### src/rtl/pc.sv
// pc: 32-bit program counter with sequential, absolute-jump and
// PC-relative-jump update paths.
// Optional feature macro: PC_ALIGN_EN -- when defined, bits [1:0] of every
// value loaded into the register are forced to zero. The port list is the
// same in both builds.
module pc #(
    parameter logic [31:0] RESET_VECTOR = 32'h0000_0000,
    parameter logic [31:0] STEP         = 32'd4
) (
    input  logic        clk,
    input  logic        rst,    // asynchronous, active-low
    input  logic        jmp,
    input  logic        rel,
    input  logic [31:0] nxt,
    input  logic [31:0] diff,
    output logic [31:0] cur
);

    logic [31:0] cur_q;
    logic [31:0] cur_d;
    logic [31:0] sel;

    // Choose the next PC: a jump replaces the sequential increment.
    // rel/nxt/diff are only looked at under jmp, so X on them cannot
    // leak into the register while jmp=0. Adds wrap modulo 2^32.
    always_comb begin
        // NOTE: every always_comb output gets a default first so no path
        // leaves it unassigned, which would otherwise infer a latch.
        sel   = cur_q + STEP;
        cur_d = sel;
        if (jmp) begin
            if (rel) begin
                sel = cur_q + diff;
            end else begin
                sel = nxt;
            end
        end
`ifdef PC_ALIGN_EN
        cur_d = {sel[31:2], 2'b00};
`else
        cur_d = sel;
`endif
    end

    // PC register; reset is asynchronous so cur shows RESET_VECTOR at once.
    always_ff @(posedge clk or negedge rst) begin
        // NOTE: sequential state uses non-blocking assignment so every
        // flop samples pre-edge values regardless of statement order.
        if (!rst) begin
            cur_q <= RESET_VECTOR;
        end else begin
            cur_q <= cur_d;
        end
    end

    assign cur = cur_q;

endmodule

### config.mk
export PLATFORM = sky130hd
export DESIGN_NAME = pc
export DESIGN_NICKNAME = d
export VERILOG_FILES = /design/src/rtl/pc.sv
export SDC_FILE = /design/constraint.sdc
export NUM_CORES = 1
export LEC_CHECK = 0
export BUFFER_PORTS_ARGS = -buffer_cell sky130_fd_sc_hd__buf_2
export CAP_MARGIN = 20
export CELL_PAD_IN_SITES_DETAIL_PLACEMENT = 1
export CELL_PAD_IN_SITES_GLOBAL_PLACEMENT = 1
export CORE_MARGIN = 2
export CORE_UTILIZATION = 35
export CTS_BUF_LIST = sky130_fd_sc_hd__clkbuf_8 sky130_fd_sc_hd__clkbuf_16
export CTS_CLUSTER_SIZE = 16
export DETAILED_ROUTE_END_ITERATION = 16
export PLACE_DENSITY_LB_ADDON = 0.1
export SKIP_CTS_REPAIR_TIMING = 1
export SLEW_MARGIN = 40
export SYNTH_ARGS = -nofsm -noshare
export SYNTH_HDL_FRONTEND = slang
export SYNTH_SLANG_ARGS = --single-unit
### constraint.sdc
create_clock -name clk -period 2.4 [get_ports clk]
set_input_delay 0.48 -clock clk [delete_from_list [all_inputs] [get_ports clk]]
set_output_delay 0.48 -clock clk [all_outputs]
set_load 0.01 [all_outputs]
# Yosys cells after proc, flatten, opt, wreduce, memory -nomap -nowiden

Index checks and enable logic that the tools add are counted.

Input bits: 68
Word-level logic and storage cells: 5
Output and inout bits: 32
Register bits: 32

$add $sub $neg: 2
Multiplexer cells: 2

Operators by type and width:

| cell                    | count |
|---|---|
| $mux W32                | 2 |
| $add A32 B3 Y32 const B | 1 |
| $add A32 B32 Y32        | 1 |

# Logic depth before layout (Yosys ltp)

Depth in word-level cells: 3
Gate-level depth with buffers: 10
Gate-level depth less buffers: 10

# Worst setup path before layout

Ideal clock, no wire load.

Path kind: input to register
From: input diff[0]
To: register cur_q[26] (netlist: cur[26])
Required time: 2306 ps
Stages on the path: 10
Path slack: -323 ps
Library setup time: 94 ps
Data arrival time: 2629 ps
Path through: ha_1 fa_1 a21o_1 a221o_1 o21ai_1 a21oi_2 a22oi_4 nor2_2 mux2_4 a221oi_2

Word-level cells in the longest chain between the ends: 3

RTL lines:

| what                 | RTL line | RTL |
|---|---|---|
| start, declared      | 15       | `input logic [31:0] diff,` |
| $add A32 B32 Y32     | 33       | `sel = cur_q + diff;` |
| $mux W32             | 32       | `if (rel) begin` |
| $mux W32             | 31       | `if (jmp) begin` |
| named net cur_d[26]  | 20       | `logic [31:0] cur_d;` |
| end signal, assigned | 52       | `cur_q <= cur_d;` |
| end, declared        | 19       | `logic [31:0] cur_q;` |

The timed path passes the listed nets, and every way through them passes these cells.

# Worst setup path in the final report

From: register cur_q[0] (netlist: cur[0])
To: register cur_q[26] (netlist: cur[26])

Word-level cells in the longest chain between the ends: 3
Elaborated cells between the ends (all ways): 4

RTL lines:

| what                | RTL line |
|---|---|
| $add A32 B32 Y32    | 33 |
| $mux W32            | 32 |
| $mux W32 (*)        | 31 |
| named net cur_d[26] | 20 |

Mark *: on every way through the listed nets, which the timed path passes. The rest lies on a longest branch.

==> impl_metrics.toml <==
[logic_synthesis]
yosys-top-cells-count = "57 x a21oi_1, 54 x nor2_1, 35 x nand2_1"
synthTopCellsByArea = "dfrtp_1 22%, ha_1 11%, a21oi_1 7.9%"
ys_seq_elements = 32
synth_cells = 465
synth_top_cell_area_share_pct = 22.10
synth_area_sq_um = 3623
yosysSeqAreaShare_pct = 22.10
yosysWarningCount = 0
synth_edf_count = 0
syn-num-nets = 566
synth_cell_types = 52
yosysMostFrequentCell = "a21oi_1"
syn-mean-instance-area_sq_um = 7.792
synth_top_area_cell = "dfrtp_1"
ys.flop_type = "dfrtp_1"
async_reset_ff_share_pct = 100.0

[routing]
detail_route.vias_per_cell = 5.389
drt_iter0_drc = 78
dr.pass1.iters = 4
drt-total-wl_mm = 14.26
vias = 4333
ant_nets = 0
wl_per_cell_microns = 17.73
drcViolationCount = 0

[global_routing]
grt_pass1_wl_mm = 22.96
grtUsageMet3_pct = 3.278
grt_pass1_vias = 4617
top_usage_layer = "met2"
grt.total_usage_pct = 25.81
grt_util_met2_pct = 47.42
overflow = 0
grt_max_degree = 28
grtUsageMet1_pct = 31.98
antenna_found_initial = 0

[placement]
routabilityCongestion = 0.8652
port-buffer-count = 99
post-place-ws_ns = -0.4370
dp_hpwl_mm = 11.65
placed_cell_area_sq_um = 5184

[sta]
period_share_pct = 107.9
hold_viol = 0
tightest_slew_ns = 0.6621
clock_skew_ns = 0.004786
final_max_slew_viol_count = 0
setup_ws_ns = -0.1904
rsz0062_at_grt = "true"
slew_headroom_pct = 55.86
period_needed_ns = 2.590
setup_viol = 13
fmax_mhz = 386.0

[critical_path]
cp_slowest_cell = "dfrtp_1"
path_max_fanout = 3
r2r_end = "cur[26]"
crit_type = "register to register"
worst_ep_required_time_ns = 2.61
crit_path_end = "cur[26]"
rrSetupSlack_ns = -0.19
cp-startpoint = "cur[0]"
cp.buffers_inverters = 0
worstPathArrival_ns = 2.80
r2r_start = "cur[0]"
reg2reg_depth = 10
path_delay_family = "compound AO/OA/AOI/OAI gates"
cp-start-kind = "register"
crit_chain = "ha_4 > fa_2 > a21o_1 > a221o_1 > o21ai_4 > a21oi_4 > a22oi_4 > nor2_2 > mux2_4 > a221oi_2"
crit_path_end_kind = "register"
worst-path-stages = 10
slowest_delay_ns = 0.43

[status]
status = "finished, violations left"
violations = "setup timing"

[floorplan]
fp.dieArea_sq_um = 11180
coreArea_sq_um = 10180
die-width_microns = 105.8
start_util_pct = 35.58
rows = 37
boundaryPins = 100
die_h_microns = 105.8

[power_and_ir_drop]
ir_worst_vdd_uv = 475.2
power.density_nw_per_um2 = 1086
leakagePower_uw = 0.002584

[clock_network]
cts_max_level = 2
cts_sinks = 32
cts_buffer_depth = 2
clk_pin_slew_worst_paths_ns = 0.09
cts-root-buf = "clkbuf_8"
worstSkewPairLatency_ns = 0.29
cts_buffers = 5
cts_tree = "built"

[cells_and_area]
nNetsFinal = 768
largest_register_ffs = 32
area_delta_synth_final_pct = 49.27
drive_gt1_share_pct = 39.97
diodes = 0
design_area_sq_um = 5409

[flow_run]
drv_cap = 0

[worst_hold_path]
min_path_type = "input port to async pin"
[final cells by class]
type	instances	area (sq um)
flip-flops and latches	32	802.0
well taps	136	170.2
clock inverters	3	42.54
clock buffers	5	68.82
multi-input cells	399	2907
fillers	1302	4776
repair buffers	215	1366
inverters	14	52.55
[metal layers]
metal / vias up / wire length [microns] / part of all wire [%]
li1: 2107 / - / -
met1: 2115 / 6284 / 44
met2: 94 / 7346 / 52
met3: 17 / 475 / 3.3
met4: 0 / 149 / 1.0
met5: - / 0 / 0
[metrics by stage]
step | instances | util [%] | hold WS (ns) | TNS (ns) | power, uW
floorplan | 465 | - | 0.1844 | -0.5624 | 3274
global placement | 793 | 50.90 | 0.5337 | -4.621 | 4963
detailed placement | 793 | 50.90 | 0.5432 | -5.796 | 5093
CTS | 801 | 51.99 | 0.2159 | -2.397 | 5707
global route | 804 | 53.11 | 0.2284 | -3.528 | 6347
finish | 804 | 53.11 | 0.2090 | -1.240 | 5876
[worst register-to-register path, stage by stage (launching register included)]
cell and delay [ns]:
dfrtp_1 0.43, ha_4 0.18, fa_2 0.33, a21o_1 0.20, a221o_1 0.35, o21ai_4 0.20
a21oi_4 0.10, a22oi_4 0.15, nor2_2 0.06, mux2_4 0.30, a221oi_2 0.21
[how the worst min path moves through the flow]
stage / startpoint / to / slack, ns / depth (start not counted)
floorplan: rst / cur[0] / 0.18 / 0
global placement: rst / cur[13] / 0.53 / 1
detailed placement: rst / cur[13] / 0.54 / 1
CTS: rst / cur[13] / 0.22 / 1
global route: rst / cur[13] / 0.23 / 1
finish: rst / cur[13] / 0.21 / 1
[where the power goes]
part / switching, uW / internal [uW]
clock: 261 / 308
sequential: 164 / 732
combinational: 2200 / 2210
[cells in the final DEF (no fill, tap or decap), types with 12 or more instances in the layout]
cell,n
nand2_1,35
ha_1,23
dfrtp_1,31
inv_1,14
nor2_1,52
mux2i_1,12
a21o_1,16
buf_4,116
nand4_1,13
a21oi_1,55
xor2_1,20
buf_2,99
xnor2_1,29
nand3_1,20
[cell families after synthesis]
family	count (synthesis)	share of synthesized area [%]
AND/OR/NAND/NOR	155	20.06
multiplexers	16	4.662
AO/OA/AOI/OAI	145	25.86
XOR/XNOR	50	12.09
flip-flops	32	22.10
buffers and inverters	34	3.626
adder cells (fa/ha/maj)	33	11.60
Power figures use the tool's default switching activity.
